==> src/rtl/i2c_led_host.sv <==
`default_nettype none
// ============================================================================
// Module   : i2c_led_host
// Brief    : Single-master I2C write initiator (START, address+W, streamed bytes, STOP)
// Revision : 1.0 - initial release
// ============================================================================
module i2c_led_host #(
  parameter logic [6:0]  ADDRESS = 7'h4A,
  parameter int unsigned CLK_DIV = 50
) (
  input  logic       clk,
  input  logic       rst_n,
  input  logic       scl_i,
  output logic       scl_o,
  input  logic       sda_i,
  output logic       sda_o,
  input  logic       start_i,
  input  logic [7:0] data_i,
  input  logic       last_i,
  input  logic       data_valid_i,
  output logic       data_ready_o,
  output logic       busy_o,
  output logic       done_o,
  output logic       ack_err_o
);

  localparam int unsigned          C_CNT_W   = $clog2(CLK_DIV);
  localparam logic [C_CNT_W-1:0]   C_CNT_MAX = C_CNT_W'(CLK_DIV - 1);

  typedef enum logic [3:0] {
    S_IDLE      = 4'd0,
    S_START     = 4'd1,
    S_ADDR      = 4'd2,
    S_ACK_A     = 4'd3,
    S_WAIT_DATA = 4'd4,
    S_DATA      = 4'd5,
    S_ACK_D     = 4'd6,
    S_STOP      = 4'd7,
    S_BUS_FREE  = 4'd8
  } state_t;

  state_t               r_state, w_state_nxt;
  logic [C_CNT_W-1:0]   r_cnt, w_cnt_nxt;
  logic [1:0]           r_q, w_q_nxt;
  logic [2:0]           r_bit, w_bit_nxt;
  logic [7:0]           r_shift, w_shift_nxt;
  logic                 r_last, w_last_nxt;
  logic                 r_err, w_err_nxt;
  logic                 r_done, w_done_nxt;

  logic w_bit_state;
  logic w_stretch;
  logic w_qtick;
  logic w_restart;

  assign w_bit_state = (r_state == S_ADDR) || (r_state == S_DATA) ||
                       (r_state == S_ACK_A) || (r_state == S_ACK_D);
  // SCL released in Q2 but still held low by the target: freeze the slot timing
  assign w_stretch   = w_bit_state && (r_q == 2'd2) && !scl_i;
  assign w_qtick     = (r_cnt == C_CNT_MAX) && !w_stretch;
  // Byte accept also restarts the tick so the first Q0 of a data byte is full length
  assign w_restart   = ((r_state == S_IDLE) && start_i) ||
                       ((r_state == S_WAIT_DATA) && data_valid_i);

  always_ff @(posedge clk or negedge rst_n) begin
    if (!rst_n) begin
      r_state <= S_IDLE;
      r_cnt   <= '0;
      r_q     <= 2'd0;
      r_bit   <= 3'd0;
      r_shift <= 8'd0;
      r_last  <= 1'b0;
      r_err   <= 1'b0;
      r_done  <= 1'b0;
    end else begin
      r_state <= w_state_nxt;
      r_cnt   <= w_cnt_nxt;
      r_q     <= w_q_nxt;
      r_bit   <= w_bit_nxt;
      r_shift <= w_shift_nxt;
      r_last  <= w_last_nxt;
      r_err   <= w_err_nxt;
      r_done  <= w_done_nxt;
    end
  end

  always_comb begin
    w_cnt_nxt = r_cnt;
    if (w_restart) begin
      w_cnt_nxt = '0;
    end else if (!w_stretch) begin
      w_cnt_nxt = (r_cnt == C_CNT_MAX) ? '0 : r_cnt + C_CNT_W'(1);
    end
  end

  always_comb begin
    w_state_nxt = r_state;
    w_q_nxt     = r_q;
    w_bit_nxt   = r_bit;
    w_shift_nxt = r_shift;
    w_last_nxt  = r_last;
    w_err_nxt   = r_err;
    w_done_nxt  = 1'b0;
    case (r_state)
      S_IDLE: begin
        if (start_i) begin
          w_state_nxt = S_START;
          w_q_nxt     = 2'd0;
          w_bit_nxt   = 3'd0;
          w_shift_nxt = {ADDRESS, 1'b0};
          w_err_nxt   = 1'b0;
        end
      end
      S_START: begin
        if (w_qtick) begin
          if (r_q == 2'd1) begin
            w_state_nxt = S_ADDR;
            w_q_nxt     = 2'd0;
          end else begin
            w_q_nxt = r_q + 2'd1;
          end
        end
      end
      S_ADDR, S_DATA: begin
        if (w_qtick) begin
          w_q_nxt = r_q + 2'd1;
          if (r_q == 2'd3) begin
            w_shift_nxt = {r_shift[6:0], 1'b0};
            w_bit_nxt   = r_bit + 3'd1;
            if (r_bit == 3'd7) begin
              w_state_nxt = (r_state == S_ADDR) ? S_ACK_A : S_ACK_D;
            end
          end
        end
      end
      S_ACK_A, S_ACK_D: begin
        if (w_qtick) begin
          w_q_nxt = r_q + 2'd1;
          if (r_q == 2'd3) begin
            if (sda_i) begin
              w_err_nxt   = 1'b1;
              w_state_nxt = S_STOP;
            end else if ((r_state == S_ACK_D) && r_last) begin
              w_state_nxt = S_STOP;
            end else begin
              w_state_nxt = S_WAIT_DATA;
            end
          end
        end
      end
      S_WAIT_DATA: begin
        if (data_valid_i) begin
          w_shift_nxt = data_i;
          w_last_nxt  = last_i;
          w_state_nxt = S_DATA;
          w_q_nxt     = 2'd0;
          w_bit_nxt   = 3'd0;
        end
      end
      S_STOP: begin
        if (w_qtick) begin
          if (r_q == 2'd2) begin
            w_state_nxt = S_BUS_FREE;
            w_q_nxt     = 2'd0;
          end else begin
            w_q_nxt = r_q + 2'd1;
          end
        end
      end
      S_BUS_FREE: begin
        if (w_qtick) begin
          if (r_q == 2'd3) begin
            w_state_nxt = S_IDLE;
            w_q_nxt     = 2'd0;
            w_done_nxt  = 1'b1;
          end else begin
            w_q_nxt = r_q + 2'd1;
          end
        end
      end
      default: w_state_nxt = S_IDLE;
    endcase
  end

  // Line levels decoded from state; SCL is low in Q0/Q1 and released in Q2/Q3
  always_comb begin
    scl_o = 1'b1;
    sda_o = 1'b1;
    case (r_state)
      S_START: begin
        sda_o = 1'b0;
      end
      S_ADDR, S_DATA: begin
        scl_o = r_q[1];
        sda_o = r_shift[7];
      end
      S_ACK_A, S_ACK_D: begin
        scl_o = r_q[1];
      end
      S_WAIT_DATA: begin
        scl_o = 1'b0;
      end
      S_STOP: begin
        scl_o = (r_q != 2'd0);
        sda_o = (r_q == 2'd2);
      end
      default: begin
        scl_o = 1'b1;
        sda_o = 1'b1;
      end
    endcase
  end

  assign data_ready_o = (r_state == S_WAIT_DATA);
  assign busy_o       = (r_state != S_IDLE);
  assign done_o       = r_done;
  assign ack_err_o    = r_err;

endmodule
`default_nettype wire

==> config.mk <==
export PLATFORM = sky130hd
export DESIGN_NAME = i2c_led_host
export DESIGN_NICKNAME = d
export VERILOG_FILES = /design/src/rtl/i2c_led_host.sv
export SDC_FILE = /design/constraint.sdc
export NUM_CORES = 1
export LEC_CHECK = 0
export CAP_MARGIN = 20
export CORE_MARGIN = 2
export CORE_UTILIZATION = 50
export DETAILED_ROUTE_END_ITERATION = 12
export PLACE_DENSITY = 0.76
export SLEW_MARGIN = 25
export SYNTH_ARGS = -nofsm -noshare
export SYNTH_HDL_FRONTEND = slang
export SYNTH_SLANG_ARGS = --single-unit
==> constraint.sdc <==
create_clock -name clk -period 2.43 [get_ports clk]
set_input_delay 0.486 -clock clk [delete_from_list [all_inputs] [get_ports clk]]
set_output_delay 0.486 -clock clk [all_outputs]
set_load 0.02 [all_outputs]
==> results.toml, run 1 <==
[yosys]
syn_area_mm2 = 0.001797
ys_ff_latch = 26
synth.area.top_cells = "dfrtp_1, ha_1, nand2_1, mux2i_1, a22oi_1"
ys.flop_type = "dfrtp_1"
synth.net_count = 213
yosys.area.top_type = "dfrtp_1"
synth_edf_count = 0
ys_seq_area_frac = 0.3621
synth.distinct_cells = 57
async_flop_share = 1.000
syn_inst = 188
synth.most_common_cell = "dfrtp_1"
synth_top_area_frac = 0.3621
ys_warn_count = 0
yosys-top-cells-count = "dfrtp_1, nand2_1, a21oi_1, ha_1, nor2_1"
avgSynthCellArea_um2 = 9.557

[detailed_routing]
dr_total_vias = 1508
wl_per_cell_um = 15.00
drt_iter0_markers = 82
highest_layer = "met3"
postRouteAntennaNets = 0
met3_length_um = 122
drt_first_pass_iters = 4
met1Wirelength_mm = 1.850
dr_wl_met2_mm = 1.882
routed_wl_mm = 3.855
remaining_drc_errors = 0
vias_per_cell = 5.868

[timing]
finClkSkew_ns = 0.004997
drv_slew = 0
post-route-min-period_ns = 2.210
finalCritPeriodShare = 0.9095
finalHoldViolCount = 0
max_freq_ghz = 0.4525
setup_viol = 0
timing.setup.tns_ns = 0
timing.slew.headroom = 0.7730
worst_pin_slew_ns = 0.3310
grt_setup_unrepaired = "false"

[cells_and_area]
num_antenna_cells = 0
finish.utilization = 0.6187
drive_above_1_share = 0.1754
area_growth_pct = 16.71
instances_no_fill = 257
nets = 237
final_area_mm2 = 0.002097

[global_route]
grt_pass1_vias = 1429
grt_pass1_wl_mm = 6.727
grt_max_degree = 27
grt.total_usage = 0.2054
antenna_found_initial = 0
overflow = 0

[clock_tree]
clkSlewWorstSetupHoldPaths_ns = 0.14
clock_latency_ns = 0.32
clockBufferDepth = 2
htreeDepth = 1
clock_sinks = 26
holdBufCountCts = 0
cts_buffers = 3
cts_root_buffer = "clkbuf_4"
cts_tree = "yes"
post_cts_buffers = 0

[power]
powerDensity_mw_per_mm2 = 1188
vdd_drop_max_uv = 765.2
p_total_mw = 2.490
p_leak_nw = 0.8621

[place]
place_congestion = 0.8590
io_buffers = 20
dpl.cell_count = 253
place_area_mm2 = 0.002059
dpl.hpwl_mm = 2.905

[floorplanning]
initial_core_util = 0.5301
num_rows = 21
die_area_mm2 = 0.004089
fp.dieW_um = 63.95
ios = 21
die_h_um = 63.95
fp.coreArea_mm2 = 0.003390

[critical_path]
crit_type = "reg -> out"
required_ns = 1.94
worstPathArrival_ns = 1.72
path_max_fanout = 5
end_kind = "output port"
start_kind = "flip-flop"

[job]
max-cap-violations = 0

[worst_hold_path]
hp-class = "in -> async"

[outcome]
status = "complete, no violations"
## area by class of cell
class	instances	area (um2)
clock buffer	4	36.28
fill	292	1292
timing repair buffer	30	270.3
tap	46	57.56
sequential	26	651.9
inverter	7	26.28
multi-input combinational	144	1055
## through the flow
stage	hold slack, ns	setup slack, ns
after floorplan	0.1904	0.4107
after global routing	0.5350	0.1036
after detailed placement	0.4877	0.1638
after global placement	0.4897	0.2617
final	0.5208	0.2200
after CTS	0.5216	0.006548
## flip-flops by register name, summed over array words and instances, names as in the netlist
name	cells
ack_err_o	1
done_o	1
r_shift	8
r_q	2
r_state	4
r_cnt	6
r_last	1
r_bit	3
## power breakdown
group / leakage (nW) / switching (mW) / internal [mW] / total, mW
clock network: 0.0210 / 0.125 / 0.0916 / 0.216
logic: 0.518 / 0.879 / 0.655 / 1.53
registers: 0.323 / 0.146 / 0.593 / 0.739
## cell usage in the layout (no fill, tap or decap), types with 2 or more instances in the layout
cell and instances:
and3_1 2, o211ai_1 2, mux2i_1 6, clkbuf_4 3, nand2_1 17, nor2_1 10, a31oi_1 4, a32oi_1 2
a21oi_1 10, nand3_1 4, or3b_4 2, clkdlybuf4s50_1 16, o31ai_1 4, a21oi_2 4, o21ai_1 3, ha_1 10
dfrtp_1 25, o21a_1 3, inv_1 6, nor3_1 7, nor3b_1 3, dlygate4sd2_1 2, a22oi_1 7, buf_4 10
o22ai_1 4, o21ai_0 9, a22o_1 2
## what timing repair did
item | 4_1_cts | 5_1_grt
resized for setup | 5 | 4
gates cloned | 0 | 0
setup endpoints to repair | 4 | 2
pin swaps | 0 | 0
## worst paths after layout
| check | depth (start not counted) | endpoint | slack (ns) | from |
|---|---|---|---|---|
| max in group asynchronous | 2 | r_q[1] | 1.65 | rst_n |
| worst min register to register | 1 | r_shift[0] | 0.52 | r_shift[0] |
| min in group clk | 1 | r_shift[0] | 0.52 | r_shift[0] |
| worst max register to register | 6 | r_cnt[3] | 0.35 | r_state[0] |
| worst max-delay path | 6 | sda_o | 0.22 | r_q[0] |
| worst min-delay path | 2 | done_o | 0.52 | rst_n |
## kinds of logic (layout without fill, tap and decap cells)
kind of cell    Yosys count  after routing  share of synthesized area
flops                    26             26                     0.3621
xor+xnor                  1              1                   0.004876
mux                       8              8                    0.04805
simple gates             61             61                     0.2020
buf+inv                  18             41                    0.05361
fa+ha+maj                10             10                    0.06964
compound gates           64             64                     0.2598
## routing by layer
| layer | vias to the layer above | global-route usage |
|---|---|---|
| met5 | - | 0 |
| met4 | 0 | 0.05707 |
| met3 | 0 | 0.01761 |
| met2 | 34 | 0.3464 |
| met1 | 724 | 0.2823 |
| li1 | 750 | - |
## worst max-delay path, cell delays in order, from the launching register on
cell	delay (ns)
dfrtp_1	0.45
inv_1	0.16
ha_1	0.22
nor2_1	0.06
o21a_1	0.15
o21ai_0	0.17
clkbuf_2	0.19
Note: power is estimated with default switching activity, not from simulation.
==> run 2: changes to the inputs <==
- CORE_UTILIZATION: 50 -> 56
- PLACE_DENSITY: 0.76 -> 0.83
==> run 2 against run 1 <==
Against the previous run:
- worst hold slack got worse by 0.048 ns
- critical path depth shrank 2
- via count increased by 5.2%
- final cell count is 0.78% lower
- flip-flop and latch count unchanged
- critical endpoint is now busy_o
- power is 6.2% higher
- first-iteration DRC count rose by 30%
- die area is 10% lower
- largest cell class unchanged
- fmax down 6.6%
- worst setup slack got worse by 0.16 ns
- routed wire length grew 10%
- clock skew rose by 0.0018 ns
- largest power group unchanged
==> results.toml, run 2 (synthesis results as in run 1) <==
[outcome]
status = "complete, no violations"

[clock_tree]
clock_sinks = 26
cts_root_buffer = "clkbuf_4"
clock_latency_ns = 0.35
clockBufferDepth = 2
cts_tree = "yes"
cts_buffers = 3
htreeDepth = 1
holdBufCountCts = 0
clkSlewWorstSetupHoldPaths_ns = 0.16
post_cts_buffers = 0

[cells_and_area]
num_antenna_cells = 0
finish.utilization = 0.6906
layout_commonest_cell = "dfrtp_1"
drive_above_1_share = 0.1754
top_register = "r_shift"
top_regs = "r_shift (8), r_cnt (6), r_state (4)"
nets = 237
largest_reg_flops = 8
fillers = 239
area_growth_pct = 17.34
final_area_mm2 = 0.002108
final_cell_mix = "dfrtp_1, nand2_1, clkdlybuf4s50_1"

[power]
clkPwrFrac = 0.120
p_leak_nw = 0.8678
p_total_mw = 2.645
switchingPower_mw = 1.227
seqPwrFrac = 0.285
vdd_drop_max_uv = 938.5
p_sw_frac = 0.4638
pwr-share-comb = 0.595
powerDensity_mw_per_mm2 = 1255
p_int_mw = 1.418

[detailed_routing]
routed_wl_mm = 4.251
drt_first_pass_iters = 4
remaining_drc_errors = 0
postRouteAntennaNets = 0
wl_per_cell_um = 16.67
vias_per_cell = 6.220
drt_iter0_markers = 107
dr_total_vias = 1586

[timing]
finalCritPeriodShare = 0.9736
grt_setup_unrepaired = "false"
max_freq_ghz = 0.4227
timing.setup.tns_ns = 0
timing.slew.headroom = 0.7275
post-route-min-period_ns = 2.366
worst_pin_slew_ns = 0.4058
finClkSkew_ns = 0.006802
finalHoldViolCount = 0
drv_slew = 0
setup_viol = 0

[critical_path]
cp_cell_sequence = "buf_4 > nor3_2 > nand2_1 > clkdlybuf4s50_1"
end_kind = "output port"
required_ns = 1.94
cpMaxStageDelayCell = "clkdlybuf4s50_1"
worstPathArrival_ns = 1.88
start_kind = "flip-flop"
critPathMaxStageDelay_ns = 0.54
path_max_fanout = 9
crit_type = "reg -> out"

[place]
place_area_mm2 = 0.002057
dpl.hpwl_mm = 3.027
io_buffers = 20
place_congestion = 0.8584

[floorplanning]
ios = 21
die_h_um = 60.65
fp.dieW_um = 60.65
initial_core_util = 0.5885
num_rows = 20
die_area_mm2 = 0.003678
fp.coreArea_mm2 = 0.003053

[global_route]
grt_pass1_wl_mm = 6.948
antenna_found_initial = 0
grt_max_degree = 27
grt_pass1_vias = 1512
grt.total_usage = 0.2548
overflow = 0

[worst_hold_path]
hp-class = "in -> async"

[job]
max-cap-violations = 0
-- run 2: cell type report --
cell class	count	area, um2	area share
clock buffers	3	22.52	0.01068
multi-input cells	144	1055	0.5003
inverters	7	26.28	0.01246
flip-flops and latches	26	651.9	0.3092
well taps	44	55.05	0.02611
clock inverters	1	30.03	0.01424
repair buffers	30	267.8	0.1270
-- run 2: worst paths after layout --
| kind | start | to | slack (ns) | cells after the start |
|---|---|---|---|---|
| setup / recovery | r_state[2] | busy_o | 0.06 | 4 |
| hold / removal | rst_n | r_cnt[0] | 0.47 | 2 |
| setup reg to reg | r_state[1] | r_state[2] | 0.36 | 6 |
| hold reg to reg | r_bit[1] | r_bit[1] | 0.53 | 1 |
| max in group asynchronous | rst_n | r_state[2] | 1.68 | 2 |
| min in group clk | r_bit[1] | r_bit[1] | 0.53 | 1 |
-- run 2: per-layer routing --
metal / wire (um) / up-vias / GRT usage
met3: 248 / 15 / 0.03838
met1: 1821 / 746 / 0.3428
met2: 2064 / 71 / 0.4163
li1: - / 754 / -
met5: 0 / - / 0
met4: 116 / 0 / 0.09627
-- run 2: power by group through the flow --
stage,Combinational (mW),Sequential [mW],Clock (mW)
after floorplan,1.22,0.688,0
after global placement,1.50,0.742,0
after detailed placement,1.55,0.755,0
after CTS,1.55,0.748,0.314
after global routing,1.72,0.776,0.326
final,1.57,0.753,0.318
-- run 2: critical path, delay by kind of cell (launching register included) --
family / cells / cell delay, ns
and+or+nand+nor: 2 / 0.29
DFF: 1 / 0.50
buffers and inverters: 2 / 0.73
-- run 2: stage by stage --
stage          setup WS, ns  hold slack, ns  cells
2_1_floorplan        0.4107          0.1904    188
3_3_place_gp         0.2324          0.4881    251
3_5_place_dp         0.1568          0.4935    251
4_1_cts             0.02395          0.4985    255
5_1_grt             0.01261          0.5245    255
6_report            0.06408          0.4724    255
-- run 2: repair_timing --
action	CTS	global route
cloned	0	0
endpoints found under the hold margin	0	0
gates resized for setup	4	4
endpoints found under the setup margin	4	2
